`src/rtl/tlc_chain_if.sv`:
```
// Frame handshake bundle between the frame logic (master) and the
// TLC6C5912 chain driver (slave). TOTAL is the full chain width.
interface tlc_chain_if #(
  parameter int TOTAL = 12
);
  logic [TOTAL-1:0] data_in;
  logic             data_valid;
  logic             data_ready;
  logic             busy;
  logic [7:0]       brightness;

  modport master (
    output data_in,
    output data_valid,
    output brightness,
    input  data_ready,
    input  busy
  );

  modport slave (
    input  data_in,
    input  data_valid,
    input  brightness,
    output data_ready,
    output busy
  );
endinterface

```
`src/rtl/tlc_chain_driver.sv`:
```
// Serial driver for a daisy chain of TLC6C5912 LED sinks.
// Accepts a frame, shifts it out on SR_Q/SR_CK at a divided rate, pulses
// SR_LATCH, and keeps SR_G_B high (LEDs dark) until the first latch.
// Optional global PWM dimming on SR_G_B is built when TLC_PWM_EN is defined.
module tlc_chain_driver #(
  parameter int NBITS     = 12,
  parameter int NDEV      = 1,
  parameter int CLK_DIV   = 2,
  parameter int MSB_FIRST = 1
) (
  input  logic        CLK,
  input  logic        RESET,
  tlc_chain_if.slave  bus,
  output logic        SR_CK,
  output logic        SR_Q,
  output logic        SR_LATCH,
  output logic        SR_G_B
);
  localparam int TOTAL = NBITS * NDEV;
  localparam int BW    = $clog2(TOTAL + 1);
  localparam int DW    = (CLK_DIV > 1) ? $clog2(CLK_DIV) : 1;

  typedef enum logic [1:0] {ST_IDLE, ST_SHIFT, ST_LATCH} state_t;

  state_t           state_q, state_d;
  logic [DW-1:0]    div_q, div_d;
  logic [BW-1:0]    bit_q, bit_d;
  logic [TOTAL-1:0] shreg_q, shreg_d;
  logic [TOTAL-1:0] shifted;
  logic             sr_ck_q, sr_ck_d;
  logic             sr_q_q, sr_q_d;
  logic             sr_latch_q, sr_latch_d;
  logic             sr_g_b_q, sr_g_b_d;
  logic             ready_q, ready_d;
  logic             busy_q, busy_d;
  logic             latched_once_q, latched_once_d;

`ifdef TLC_PWM_EN
  logic [7:0]       pwm_cnt_q, pwm_cnt_d;
  logic [7:0]       brightness_q, brightness_d;
`else
  logic             unused_brightness;
  assign unused_brightness = ^bus.brightness;
`endif

  // Next-state and next-output computation for the frame FSM.
  always_comb begin
    state_d        = state_q;
    div_d          = div_q;
    bit_d          = bit_q;
    shreg_d        = shreg_q;
    sr_ck_d        = sr_ck_q;
    sr_q_d         = sr_q_q;
    sr_latch_d     = sr_latch_q;
    ready_d        = ready_q;
    latched_once_d = latched_once_q;
    shifted        = (MSB_FIRST != 0) ? (shreg_q << 1) : (shreg_q >> 1);

    case (state_q)
      ST_IDLE: begin
        ready_d = 1'b1;
        if (bus.data_valid) begin
          shreg_d = bus.data_in;
          sr_q_d  = (MSB_FIRST != 0) ? bus.data_in[TOTAL-1] : bus.data_in[0];
          div_d   = '0;
          bit_d   = '0;
          sr_ck_d = 1'b0;
          ready_d = 1'b0;
          state_d = ST_SHIFT;
        end
      end
      ST_SHIFT: begin
        if (div_q == DW'(CLK_DIV - 1)) begin
          div_d = '0;
          if (!sr_ck_q) begin
            sr_ck_d = 1'b1;
          end else begin
            // Falling SR_CK: either advance to the next bit or finish.
            sr_ck_d = 1'b0;
            if (bit_q == BW'(TOTAL - 1)) begin
              sr_q_d     = 1'b0;
              sr_latch_d = 1'b1;
              state_d    = ST_LATCH;
            end else begin
              bit_d   = bit_q + 1'b1;
              shreg_d = shifted;
              sr_q_d  = (MSB_FIRST != 0) ? shifted[TOTAL-1] : shifted[0];
            end
          end
        end else begin
          div_d = div_q + 1'b1;
        end
      end
      ST_LATCH: begin
        if (div_q == DW'(CLK_DIV - 1)) begin
          div_d          = '0;
          sr_latch_d     = 1'b0;
          ready_d        = 1'b1;
          latched_once_d = 1'b1;
          state_d        = ST_IDLE;
        end else begin
          div_d = div_q + 1'b1;
        end
      end
      default: begin
        state_d    = ST_IDLE;
        sr_ck_d    = 1'b0;
        sr_q_d     = 1'b0;
        sr_latch_d = 1'b0;
        ready_d    = 1'b1;
      end
    endcase

    busy_d = !ready_d;

`ifdef TLC_PWM_EN
    pwm_cnt_d    = pwm_cnt_q + 8'd1;
    brightness_d = (pwm_cnt_q == 8'hFF) ? bus.brightness : brightness_q;
    sr_g_b_d     = latched_once_d ? !(pwm_cnt_d < brightness_d) : 1'b1;
`else
    sr_g_b_d     = !latched_once_d;
`endif
  end

  // State and output registers; reset forces the pins to their safe values.
  always_ff @(posedge CLK or negedge RESET) begin
    if (!RESET) begin
      state_q        <= ST_IDLE;
      div_q          <= '0;
      bit_q          <= '0;
      shreg_q        <= '0;
      sr_ck_q        <= 1'b0;
      sr_q_q         <= 1'b0;
      sr_latch_q     <= 1'b0;
      sr_g_b_q       <= 1'b1;
      ready_q        <= 1'b1;
      busy_q         <= 1'b0;
      latched_once_q <= 1'b0;
`ifdef TLC_PWM_EN
      pwm_cnt_q      <= 8'd0;
      brightness_q   <= 8'd0;
`endif
    end else begin
      state_q        <= state_d;
      div_q          <= div_d;
      bit_q          <= bit_d;
      shreg_q        <= shreg_d;
      sr_ck_q        <= sr_ck_d;
      sr_q_q         <= sr_q_d;
      sr_latch_q     <= sr_latch_d;
      sr_g_b_q       <= sr_g_b_d;
      ready_q        <= ready_d;
      busy_q         <= busy_d;
      latched_once_q <= latched_once_d;
`ifdef TLC_PWM_EN
      pwm_cnt_q      <= pwm_cnt_d;
      brightness_q   <= brightness_d;
`endif
    end
  end

  assign SR_CK          = sr_ck_q;
  assign SR_Q           = sr_q_q;
  assign SR_LATCH       = sr_latch_q;
  assign SR_G_B         = sr_g_b_q;
  assign bus.data_ready = ready_q;
  assign bus.busy       = busy_q;
endmodule

```
`src/flat_wrapper.sv`:
```
// flat-port wrapper written by rule: the top's interface ports become plain ports
module tlc_chain_driver_flat 
#(
  parameter int NBITS     = 12,
  parameter int NDEV      = 1,
  parameter int CLK_DIV   = 2,
  parameter int MSB_FIRST = 1
)
  (CLK, RESET, SR_CK, SR_Q, SR_LATCH, SR_G_B, bus_data_in, bus_data_valid, bus_brightness, bus_data_ready, bus_busy);
  tlc_chain_if #(.TOTAL(12)) bus_i ();
  input  logic CLK;
  input  logic RESET;
  output logic SR_CK;
  output logic SR_Q;
  output logic SR_LATCH;
  output logic SR_G_B;
  input wire logic [$bits(bus_i.data_in)-1:0] bus_data_in;
  input wire logic [$bits(bus_i.data_valid)-1:0] bus_data_valid;
  input wire logic [$bits(bus_i.brightness)-1:0] bus_brightness;
  output wire logic [$bits(bus_i.data_ready)-1:0] bus_data_ready;
  output wire logic [$bits(bus_i.busy)-1:0] bus_busy;
  assign bus_i.data_in = bus_data_in;
  assign bus_i.data_valid = bus_data_valid;
  assign bus_i.brightness = bus_brightness;
  assign bus_data_ready = bus_i.data_ready;
  assign bus_busy = bus_i.busy;
  tlc_chain_driver #(.NBITS(NBITS), .NDEV(NDEV), .CLK_DIV(CLK_DIV), .MSB_FIRST(MSB_FIRST)) u_core (.CLK(CLK), .RESET(RESET), .bus(bus_i), .SR_CK(SR_CK), .SR_Q(SR_Q), .SR_LATCH(SR_LATCH), .SR_G_B(SR_G_B));
endmodule
```
`config.mk`:
```
export PLATFORM = sky130hd
export DESIGN_NAME = tlc_chain_driver_flat
export DESIGN_NICKNAME = d
export VERILOG_FILES = /design/src/rtl/tlc_chain_if.sv /design/src/rtl/tlc_chain_driver.sv /design/src/flat_wrapper.sv
export SDC_FILE = /design/constraint.sdc
export NUM_CORES = 1
export LEC_CHECK = 0
export BUFFER_PORTS_ARGS = -buffer_cell sky130_fd_sc_hd__buf_2
export CORE_MARGIN = 8
export CORE_UTILIZATION = 34
export CTS_BUF_LIST = sky130_fd_sc_hd__clkbuf_4
export DETAILED_ROUTE_END_ITERATION = 8
export PLACE_DENSITY_LB_ADDON = 0.12
export SLEW_MARGIN = 40
export SYNTH_ARGS = -nofsm -noshare
export SYNTH_HDL_FRONTEND = slang
export SYNTH_SLANG_ARGS = --single-unit
```
`constraint.sdc`:
```
create_clock -name CLK -period 2.2 [get_ports CLK]
set_input_delay 0.33 -clock CLK [delete_from_list [all_inputs] [get_ports CLK]]
set_output_delay 0.33 -clock CLK [all_outputs]
set_load 0.005 [all_outputs]
```
## Word level (Yosys, flattened, before mapping)

Cells that the tools add are included.

- Add/subtract/negate cells: 2
- Muxes and demuxes: 37
- Reductions and logical operators: 12
- Equality and inequality tests: 9
- Bitwise logic cells: 2

Operators by type and width:

| operator | count |
|---|---|
| $mux W11 | 4 |
| $pmux W11 S2 | 1 |
| $mux W1 | 16 |
| $mux W4 | 4 |
| $reduce_and A5 Y1 | 3 |
| $pmux W1 S3 | 4 |
| $mux W2 | 5 |
| $ne A2 B1 Y1 const B | 4 |
| $pmux W4 S2 | 1 |
| $pmux W2 S3 | 1 |
| $add A4 B1 Y4 const B | 1 |
| $eq A4 B4 Y1 const B | 1 |
| $ne A2 B2 Y1 const B | 2 |
| $reduce_and A4 Y1 | 1 |
| $reduce_bool A2 Y1 | 2 |
| $reduce_and A3 Y1 | 1 |
| $eq A2 B1 Y1 const B | 1 |
| $eq A2 B2 Y1 const B | 1 |
| $logic_not A1 Y1 | 2 |
| $logic_not A2 Y1 | 1 |
| $not A1 Y1 | 2 |
| $pmux W1 S2 | 1 |
| $reduce_and A2 Y1 | 1 |
| $reduce_or A2 Y1 | 1 |
| $add A1 B1 Y1 const B | 1 |

- Logic and storage cells: 73
- Register bits after elaboration: 25

## Depth between registers and ports, before layout

Gate-level depths: netlist of run 1.

- Depth after elaboration: 5
- Depth in mapped cells: 7
- Gate-level depth less buffers: 6

## Worst setup path after synthesis of run 1

Ideal clock, no wire load.

- Path kind: reg-to-reg
- From: reg u_core.state_q[0]
- To: reg u_core.bit_q[0]
- Arrival: 2064 ps
- Library setup time: 125 ps
- Cell stages (with the launch flop): 8
- Path slack: 11 ps
- Clock period less this slack: 2189 ps
- Cells stage by stage: dfrtp_1 -> inv_1 -> ha_1 -> nor2b_4 -> or4_4 -> a21o_4 -> buf_6 -> mux2_4

- Cells in the longest elaborated chain, start to end: 3
- Elaborated cells on any way between the ends: 9
- Those cells by class: 5 x eq/ne; 1 x mux; 3 x reduce/logical

RTL lines:

| element | RTL line | source |
|---|---|---|
| from (decl) | tlc_chain_driver.sv:25 | `state_t state_q, state_d;` |
| from (signal assigned) | tlc_chain_driver.sv:144 | `state_q <= state_d;` |
| $eq A2 B1 Y1 / $logic_not A2 Y1 (equally long branches) | tlc_chain_driver.sv:59 | `case (state_q)` |
| $ne A2 B2 Y1 (no source line) (tied with other cells) | -- |  |
| $reduce_and A5 Y1 (no source line) | -- |  |
| to (signal assigned) | tlc_chain_driver.sv:146 | `bit_q <= bit_d;` |
| to (decl) | tlc_chain_driver.sv:27 | `logic [BW-1:0] bit_q, bit_d;` |

Several ways; a longest one is shown, not always the timed one.
A chain may end at the register's enable or synchronous reset.

## Worst setup path in the final report of run 1

- From: reg u_core.state_q[0]
- To: reg u_core.shreg_q[0]

- Cells in the longest elaborated chain, start to end: 3
- Elaborated cells on any way between the ends: 9
- Those cells by class: 5 x eq/ne; 1 x mux; 3 x reduce/logical

RTL lines:

| element | RTL line | source |
|---|---|---|
| $eq A2 B1 Y1 / $logic_not A2 Y1 (equally long branches) | tlc_chain_driver.sv:59 |  |
| $ne A2 B2 Y1 (no source line) (tied with other cells) | -- |  |
| $reduce_and A5 Y1 (no source line) | -- |  |
| to (signal assigned) | tlc_chain_driver.sv:147 | `shreg_q <= shreg_d;` |
| to (decl) | tlc_chain_driver.sv:28 | `logic [TOTAL-1:0] shreg_q, shreg_d;` |

Several ways; a longest one is shown, not always the timed one.

==> results of run 1 <==
==> worst reg2reg max path, cell delays in order, from the launching register on <==
cell and delay, ns:
dfrtp_2 0.47, ha_1 0.27, nor2b_1 0.17, or4_4 0.53
a21o_4 0.25, mux2_1 0.31
==> worst paths after layout <==
kind                                            endpoint  slack (ns)  cells after the start
min reg2reg                      u_core.SR_G_B$_DFF_PN1_        0.47                      2
max                        u_core.shreg_q[0]$_DFFE_PN0P_        0.09                      5
min                        u_core.shreg_q[0]$_DFFE_PN0P_        0.33                      3
min in group asynchronous  u_core.state_q[1]$_DFFE_PN0P_        0.52                      2
max in group asynchronous  u_core.state_q[0]$_DFFE_PN0P_        1.27                      2
max reg2reg                u_core.shreg_q[0]$_DFFE_PN0P_        0.09                      5
==> metal layers <==
metal / routed length, um / vias up
met2: 1240 / 17
met3: 135 / 2
met1: 1200 / 447
met5: 0 / -
met4: 19 / 0
li1: - / 453
==> sequential cells by signal, summed over array words and instances (netlist names) <==
signal and flops:
u_core.SR_CK 1, u_core.SR_G_B 1, u_core.SR_LATCH 1, u_core.SR_Q 1, u_core.bit_q 4, u_core.bus.busy 1
u_core.bus.data_ready 1, u_core.div_q 1, u_core.latched_once_q 1, u_core.shreg_q 11, u_core.state_q 2
==> cell usage after synthesis <==
master,number,area [um^2]
a21o_4,1,15.0
mux2_2,10,113
nand3_1,2,10.0
clkbuf_1,1,3.75
o21ai_1,1,5.00
o21a_1,1,7.51
buf_1,1,3.75
or4b_1,1,10.0
o21ai_0,2,10.0
buf_6,1,11.3
nand3b_1,2,15.0
nor3_1,3,15.0
a21oi_1,4,20.0
a21o_1,1,7.51
nand2_1,5,18.8
dfstp_2,2,52.6
o31ai_1,1,7.51
inv_1,5,18.8
a32oi_1,1,8.76
nor2b_4,1,13.8
and3b_1,1,8.76
nor2_1,6,22.5
ha_1,7,87.6
o21ba_2,1,10.0
inv_2,1,3.75
or4_4,1,11.3
mux2_4,8,120
mux2_1,6,67.6
nor2b_1,5,31.3
mux2i_1,1,10.0
nor3b_1,1,7.51
o211ai_1,1,7.51
or2_1,1,6.26
a211oi_1,2,15.0
dfrtp_1,23,576
==> repair_timing <==
action / in CTS / in global routing
hold buffers: 1 / 0
gates resized for setup: 0 / 2
endpoints found under the hold margin: 13 / 0
buffers inserted: 0 / 0
endpoints found under the setup margin: 0 / 13
==> logic make-up after synthesis <==
group	synth area share (%)
buffers and inverters	3.05
adders and majority gates	6.48
DFF	46.5
and+or+nand+nor	12.6
AOI/OAI and AO/OA	8.43
muxes	23.0
==> per-stage QoR <==
step / cells / hold slack [ns] / utilization, % / setup slack (ns)
floorplan: 111 / 0.0344 / - / 0.0111
global placement: 185 / 0.363 / 39.5 / 0.0420
detailed placement: 185 / 0.373 / 39.5 / 0.0396
CTS: 190 / 0.321 / 40.6 / 0.0218
global route: 191 / 0.332 / 41.0 / 0.00643
finish: 191 / 0.330 / 41.0 / 0.0943
==> where the power goes <==
group / switching (W) / leakage (nW) / total, W / internal (W)
logic: 0.000525 / 0.452 / 0.00124 / 0.000715
registers: 0.000133 / 0.302 / 0.000818 / 0.000685
clock network: 0.000143 / 0.0139 / 0.000212 / 0.0000694
==> layout make-up <==
type | instances | area [um^2] | area share [%]
multi-input cells | 78 | 697 | 43.4
flip-flops and latches | 25 | 629 | 39.2
repair buffers | 28 | 163 | 10.1
well taps | 50 | 62.6 | 3.90
clock buffers | 3 | 22.5 | 1.40
inverters | 6 | 22.5 | 1.40
clock inverters | 1 | 7.51 | 0.468
==> results_dict.tcl, run 1 <==
set metrics [dict create \
    ys.warnings.count 0 \
    grt_pass1_vias 1003 \
    grt_use_met2_pct 14.3 \
    cts_max_level 1 \
    initial_utilization_pct 34.5 \
    arrival_ns 2.32 \
    grt_max_degree 26 \
    slowest_delay_ns 0.53 \
    cts_tree "yes" \
    io_pins 29 \
    grt_pass1_wl_mm 4.51 \
    dp_hpwl_mm 1.86 \
    drv_cap 0 \
    synthesis.area_mm2 0.00135 \
    die_h_um 79.0 \
    busiest_layer "met2" \
    use_met3_pct 2.48 \
    clock_sinks 25 \
    crit_type "reg2reg" \
    final_nets 172 \
    fin_area_mm2 0.00160 \
    clk_pin_slew_ns 0.14 \
    design.die.area_mm2 0.00625 \
    place_area_mm2 0.00155 \
    initialDrtViolationCount 30 \
    antenna_found_initial 0 \
    worst_slew_pin_slew_ns 0.575 \
    syn_avg_cell_area_um2 12.2 \
    p_per_area_mw_per_mm2 1420 \
    p_leak_nw 0.768 \
    min_path_type "in2reg" \
    end_kind "register" \
    critPathLaunchType "register" \
    crit_slowest_cell "or4_4" \
    track_usage_pct 8.88 \
    r2r-start "u_core.state_q[0]$_DFFE_PN0P_" \
    crit_start "u_core.state_q[0]$_DFFE_PN0P_" \
    layout_commonest_cell "dfrtp_1" \
    cp_top_family "simple AND/OR/NAND/NOR gates" \
    fin_crit_sh_pct 95.7 \
    cp.required_ns 2.42 \
    crit_fanout 7 \
    final_cell_mix "dfrtp_1, buf_2, mux2_2" \
    core-area_mm2 0.00391 \
    vias 919 \
    rsz0062_at_grt "false" \
    synth-seq-cells 25 \
    yosysSeqAreaShare_pct 46.5 \
    hp-start "bus_data_in[0]" \
    cp_num_buf_inv 0 \
    slew-limit-headroom_pct 61.7 \
    nFillCells 402 \
    total_power_w 0.00227 \
    synth_cells 111 \
    cts-root-buf "clkbuf_4" \
    hold_violations 0 \
    area_delta_synth_final_pct 18.7 \
    path_cells "ha_1, nor2b_1, or4_4, a21o_4, mux2_1" \
    ys_types 35 \
    min_period_ns 2.11 \
    via_per_inst 4.81 \
    io_buffers 20 \
    fmax_mhz 475 \
    row_count 23 \
    setup_tns_ns 0 \
    globalplace.congestion 0.769 \
    vdd_drop_max_v 0.000482 \
    cts-buffers-inserted 3 \
    wl_per_cell_um 13.6 \
    grt_overflow 0 \
    clkLatencyLatePin_ns 0.32 \
    drcViolationCount 0 \
    skew_ns 0.00675 \
    antenna_cells 0 \
    ant_nets 0 \
    firstDrtPassIters 4 \
    status "finished, final reports clean" \
    drt_wl_total_mm 2.59 \
    slew_viol_final 0 \
    chipWidth_um 79.0 \
    cts_buffer_depth 2 \
    grtUsageMet1_pct 11.0 \
    syn_nets 141 \
    drive_gt1_share_pct 41.1 \
    setup_viol 0 \
]
Power figures use the tool's default switching activity.
==> run 2: changes to the inputs <==
--- a/config.mk
+++ b/config.mk
@@ -7,11 +7,11 @@
 export LEC_CHECK = 0
 export BUFFER_PORTS_ARGS = -buffer_cell sky130_fd_sc_hd__buf_2
 export CORE_MARGIN = 8
-export CORE_UTILIZATION = 34
+export CORE_UTILIZATION = 50
 export CTS_BUF_LIST = sky130_fd_sc_hd__clkbuf_4
 export DETAILED_ROUTE_END_ITERATION = 8
 export PLACE_DENSITY_LB_ADDON = 0.12
-export SLEW_MARGIN = 40
+export SLEW_MARGIN = 25
 export SYNTH_ARGS = -nofsm -noshare
 export SYNTH_HDL_FRONTEND = slang
 export SYNTH_SLANG_ARGS = --single-unit
==> run 2 against run 1 <==
Sequential share of layout area increased by 0.59 points. Register-to-register slack about the same. Worst hold slack worse by 0.015 ns. Global-route usage rose by 2.9 points. Fmax increased by 0.51%. First-iteration DRC count rose by 13%. Clock power about the same. Cell count fell by 9.9%. Count of clock-buffer cells in the layout unchanged. Via count decreased by 0.98%. Clock skew down 0.0058 ns. Wire length fell by 4.2%. Critical endpoint is now u_core.shreg_q[3]$_DFFE_PN0P_. Highest routed layer unchanged.
==> results_dict.tcl, run 2 (synthesis results as in run 1) <==
set metrics [dict create \
    globalplace.congestion 0.785 \
    antenna_found_initial 0 \
    clkLatencyLatePin_ns 0.32 \
    p_per_area_mw_per_mm2 1440 \
    slew-limit-headroom_pct 63.8 \
    register_area_um2 629 \
    final_cell_mix "dfrtp_1, buf_2, mux2_2" \
    r2r_cells 5 \
    crit_fanout 7 \
    skew_ns 0.000908 \
    drt_wl_total_mm 2.48 \
    sequentialPowerShare_pct 36.1 \
    hp-start "bus_data_valid" \
    multi_input_area_um2 697 \
    cp.required_ns 2.42 \
    r2r-start "u_core.state_q[0]$_DFFE_PN0P_" \
    end_kind "register" \
    swShare_pct 35.3 \
    crit_start "u_core.state_q[0]$_DFFE_PN0P_" \
    vdd_drop_max_v 0.000831 \
    path_cells "ha_1, nor2b_1, or4_4, a21o_4, mux2_1" \
    ff2ff_setup_slack_ns 0.11 \
    layout_commonest_cell "dfrtp_1" \
    whs_ns 0.314 \
    post-place-ws_ns 0.0404 \
    crit_slowest_cell "or4_4" \
    wl_per_cell_um 14.4 \
    io_pins 29 \
    initialDrtViolationCount 34 \
    cts-root-buf "clkbuf_4" \
    cts_tree "yes" \
    grt_pass1_wl_mm 4.22 \
    combPwrFrac_pct 54.6 \
    grt_overflow 0 \
    p_leak_nw 0.768 \
    track_usage_pct 11.8 \
    cp_top_family "simple AND/OR/NAND/NOR gates" \
    largest_register "u_core.shreg_q" \
    setup_tns_ns 0 \
    crit_type "reg2reg" \
    largest_reg_flops 11 \
    drv_cap 0 \
    ant_nets 0 \
    design.die.area_mm2 0.00462 \
    vias 910 \
    slew_viol_final 0 \
    fin_ws_ns 0.105 \
    internal_power_w 0.00147 \
    top_regs "u_core.shreg_q x11, u_core.bit_q x4, u_core.state_q x2" \
    initial_utilization_pct 50.8 \
    fin_crit_sh_pct 95.2 \
    drcViolationCount 0 \
    hold_violations 0 \
    total_power_w 0.00227 \
    row_count 19 \
    timing.rr.end "u_core.shreg_q[3]$_DFFE_PN0P_" \
    grt_max_degree 26 \
    min_path_type "in2reg" \
    firstDrtPassIters 3 \
    cp.depth 5 \
    worst_slew_pin_slew_ns 0.542 \
    cts_buffer_depth 2 \
    final_nets 172 \
    setup_viol 0 \
    cts_max_level 1 \
    dp_hpwl_mm 1.81 \
    nFillCells 240 \
    arrival_ns 2.32 \
    min_period_ns 2.09 \
    numPlacedInstances 166 \
    rsz0062_at_grt "false" \
    finalNonFillerCells 172 \
    grt_pass1_vias 995 \
    p_clk_share_pct 9.3 \
    area_delta_synth_final_pct 16.9 \
    fmax_mhz 477 \
    drive_gt1_share_pct 41.1 \
    cts-buffers-inserted 3 \
    status "finished, final reports clean" \
    io_buffers 20 \
    clk_pin_slew_ns 0.14 \
    slowest_delay_ns 0.53 \
    crit_path_end "u_core.shreg_q[3]$_DFFE_PN0P_" \
    via_per_inst 5.29 \
    clock_sinks 25 \
    chipWidth_um 68.0 \
    cp_num_buf_inv 0 \
    critPathLaunchType "register" \
    antenna_cells 0 \
    die_h_um 68.0 \
    core-area_mm2 0.00266 \
    power_switching_w 0.000802 \
]
run 2: cell counts in the layout (fill, tap and decap cells not counted):
No cell type changed its count.
run 2: power by group through the flow:
stage	Clock (W)	Sequential (W)	Combinational, W
floorplan	0	0.000798	0.000955
global placement	0	0.000819	0.00118
detailed placement	0	0.000829	0.00122
CTS	0.000222	0.000822	0.00123
global route	0.000243	0.000854	0.00137
finish	0.000211	0.000821	0.00124
run 2: what timing repair did:
item	4_1_cts	5_1_grt
setup buffers	0	0
hold buffers	1	0
gates resized for setup	0	2
setup endpoints to repair	0	12
endpoints found under the hold margin	23	0
run 2: final cells by class:
| cell class | instances | area share [%] |
|---|---|---|
| Clock buffer | 3 | 1.43 |
| Clock inverter | 1 | 0.475 |
| Inverter | 6 | 1.43 |
| Multi-Input combinational cell | 78 | 44.1 |
| Sequential cell | 25 | 39.8 |
| Tap cell | 31 | 2.45 |
| Timing Repair Buffer | 28 | 10.3 |
run 2: worst min-delay path by stage:
stage	to	slack (ns)	depth (start not counted)
final	u_core.state_q[0]$_DFFE_PN0P_	0.31	3
after global routing	u_core.shreg_q[2]$_DFFE_PN0P_	0.33	3
after CTS	u_core.state_q[0]$_DFFE_PN0P_	0.31	3
after detailed placement	u_core.SR_CK$_DFFE_PN0P_	0.36	1
after global placement	u_core.state_q[0]$_DFFE_PN0P_	0.35	1
after floorplan	u_core.SR_CK$_DFFE_PN0P_	0.03	0
run 2: tightest hold or removal path, cell delays in order:
cell and delay, ns:
buf_2 0.12, a21oi_1 0.12, a21oi_1 0.05
run 2: per-layer routing:
layer	wire length [um]	vias up	GRT usage, %
li1	-	452	-
met1	1080	439	13.0
met2	1250	15	21.2
met3	115	4	2.45
met4	40	0	5.37
met5	0	-	0
run 2: metrics by stage:
stage	util (%)	cell area [um^2]
floorplan	-	1350
global route	59.4	1580
detailed placement	57.2	1520
global placement	57.2	1520
CTS	58.7	1560
finish	59.4	1580
==> run 3: changes to the inputs <==
--- a/config.mk
+++ b/config.mk
@@ -5,11 +5,11 @@
 export SDC_FILE = /design/constraint.sdc
 export NUM_CORES = 1
 export LEC_CHECK = 0
-export BUFFER_PORTS_ARGS = -buffer_cell sky130_fd_sc_hd__buf_2
 export CORE_MARGIN = 8
-export CORE_UTILIZATION = 50
+export CORE_UTILIZATION = 58
 export CTS_BUF_LIST = sky130_fd_sc_hd__clkbuf_4
 export DETAILED_ROUTE_END_ITERATION = 8
+export DONT_BUFFER_PORTS = 1
 export PLACE_DENSITY_LB_ADDON = 0.12
 export SLEW_MARGIN = 25
 export SYNTH_ARGS = -nofsm -noshare
==> run 3 against run 2 <==
Sequential share of layout area is 2.4 points higher. Non-clock buffer count is 20 lower. Worst setup slack worse by 0.028 ns. Wire length is 5.8% higher. Die area is 11% lower. Combinational power is 4% lower.
==> results_dict.tcl, run 3 (synthesis results as in run 1) <==
set metrics [dict create \
    power_switching_w 0.000812 \
    multi_input_area_um2 697 \
    setup_tns_ns 0 \
    cts_tree "yes" \
    io_buffers 0 \
    fin_crit_sh_pct 96.5 \
    grt_pass1_vias 889 \
    area_delta_synth_final_pct 10.2 \
    top_regs "u_core.shreg_q x11, u_core.bit_q x4, u_core.state_q x2" \
    p_clk_share_pct 9.6 \
    setup_viol 0 \
    firstDrtPassIters 4 \
    clock_sinks 25 \
    cts-buffers-inserted 3 \
    finalNonFillerCells 149 \
    min_path_type "in2reg" \
    drv_cap 0 \
    largest_register "u_core.shreg_q" \
    drcViolationCount 0 \
    row_count 17 \
    post-place-ws_ns 0.0225 \
    swShare_pct 36.0 \
    register_area_um2 629 \
    crit_fanout 7 \
    grt_max_degree 26 \
    min_period_ns 2.12 \
    rsz0062_at_grt "false" \
    cts_max_level 1 \
    vias 863 \
    wl_per_cell_um 17.6 \
    via_per_inst 5.79 \
    final_nets 152 \
    worst_slew_pin_slew_ns 0.303 \
    ant_nets 0 \
    grt_pass1_wl_mm 4.24 \
    ff2ff_setup_slack_ns 0.08 \
    dp_hpwl_mm 1.80 \
    r2r-start "u_core.state_q[0]$_DFFE_PN0P_" \
    track_usage_pct 12.8 \
    hold-path-endpoint "u_core.state_q[0]$_DFFE_PN0P_" \
    end_kind "register" \
    initial_utilization_pct 61.1 \
    internal_power_w 0.00144 \
    p_leak_nw 0.697 \
    grt_overflow 0 \
    p_per_area_mw_per_mm2 1510 \
    skew_ns 0.00192 \
    r2r_cells 6 \
    crit_type "reg2reg" \
    io_pins 29 \
    timing.rr.end "u_core.shreg_q[0]$_DFFE_PN0P_" \
    core-area_mm2 0.00221 \
    cts-root-buf "clkbuf_4" \
    cts_buffer_depth 2 \
    drive_gt1_share_pct 31.4 \
    critPathLaunchType "register" \
    post_cts_buffers 0 \
    arrival_ns 2.34 \
    clkLatencyLatePin_ns 0.32 \
    fin_ws_ns 0.0772 \
    antenna_cells 0 \
    vdd_drop_max_v 0.00105 \
    hp-start "bus_data_valid" \
    largest_reg_flops 11 \
    hold_violations 0 \
    sequentialPowerShare_pct 37.4 \
    status "finished, final reports clean" \
    globalplace.congestion 0.792 \
    numPlacedInstances 142 \
    cp.required_ns 2.42 \
    hold_path_depth 2 \
    antenna_found_initial 0 \
    clk_pin_slew_ns 0.13 \
    slew_viol_final 0 \
    slew-limit-headroom_pct 79.8 \
    nFillCells 183 \
    final_cell_mix "dfrtp_1, mux2_2, mux2_4" \
    drt_wl_total_mm 2.63 \
    combPwrFrac_pct 53.0 \
    design.die.area_mm2 0.00413 \
    layout_commonest_cell "dfrtp_1" \
    chipWidth_um 64.3 \
    fmax_mhz 471 \
    initialDrtViolationCount 29 \
    die_h_um 64.3 \
]
## run 3: cell types whose count changed in the layout (fill, tap and decap cells not counted)
cell | before | now
buf_12 | 0 | 1
buf_2 | 20 | 0
clkinvlp_4 | 1 | 0
buf_4 | 7 | 6
clkbuf_4 | 3 | 4
## run 3: worst max path at each step
| stage | slack (ns) | depth (start not counted) | endpoint | startpoint |
|---|---|---|---|---|
| after floorplan | 0.01 | 7 | u_core.bit_q[0]$_DFFE_PN0P_ | u_core.state_q[0]$_DFFE_PN0P_ |
| after global placement | 0.06 | 6 | u_core.shreg_q[3]$_DFFE_PN0P_ | u_core.state_q[0]$_DFFE_PN0P_ |
| after detailed placement | 0.02 | 6 | u_core.shreg_q[3]$_DFFE_PN0P_ | u_core.state_q[0]$_DFFE_PN0P_ |
| after CTS | 0.009 | 6 | u_core.shreg_q[3]$_DFFE_PN0P_ | u_core.state_q[0]$_DFFE_PN0P_ |
| after global routing | 0.006 | 6 | u_core.shreg_q[1]$_DFFE_PN0P_ | u_core.state_q[1]$_DFFE_PN0P_ |
| final | 0.08 | 6 | u_core.shreg_q[0]$_DFFE_PN0P_ | u_core.state_q[0]$_DFFE_PN0P_ |
## run 3: cell type report
| class | instances | share of cell area, % |
|---|---|---|
| clock buffers | 4 | 2.02 |
| flip-flops and latches | 25 | 42.3 |
| well taps | 28 | 2.35 |
| repair buffers | 8 | 5.04 |
| inverters | 6 | 1.51 |
| multi-input cells | 78 | 46.8 |
## run 3: through the flow
step	cell area (um^2)	utilization (%)	total power (W)	hold WS (ns)
final	1490	67.3	0.00225	0.177
after global routing	1490	67.3	0.00242	0.162
after CTS	1470	66.6	0.00222	0.168
after detailed placement	1410	63.9	0.00198	0.0352
after global placement	1410	63.9	0.00192	0.0352
after floorplan	1350	-	0.00175	0.0344
## run 3: power by group through the flow
stage | sequential [W] | combinational (W) | clock [W]
after floorplan | 0.000798 | 0.000955 | 0
after global placement | 0.000837 | 0.00108 | 0
after global routing | 0.000871 | 0.00131 | 0.000245
after detailed placement | 0.000851 | 0.00113 | 0
after CTS | 0.000838 | 0.00115 | 0.000226
final | 0.000841 | 0.00119 | 0.000217
## run 3: routing by layer
layer	GRT usage, %	routed length [um]	part of all wire, %	vias up
met2	19.3	1290	49	18
met3	3.83	143	5.4	5
met1	16.4	1140	43	428
li1	-	-	-	412
met5	0	0	0	-
met4	6.54	54	2.1	0
## run 3: repair_timing
| item | CTS | global route |
|---|---|---|
| hold buffers | 2 | 0 |
| endpoints found under the setup margin | 0 | 13 |
| endpoints found under the hold margin | 25 | 0 |
| gates resized for setup | 0 | 2 |
## run 3: critical path: stages, from the launching register on
cell	delay (ns)
dfrtp_2	0.44
inv_1	0.07
ha_1	0.22
nor2b_4	0.13
or4_4	0.58
a21o_4	0.26
mux2_1	0.32
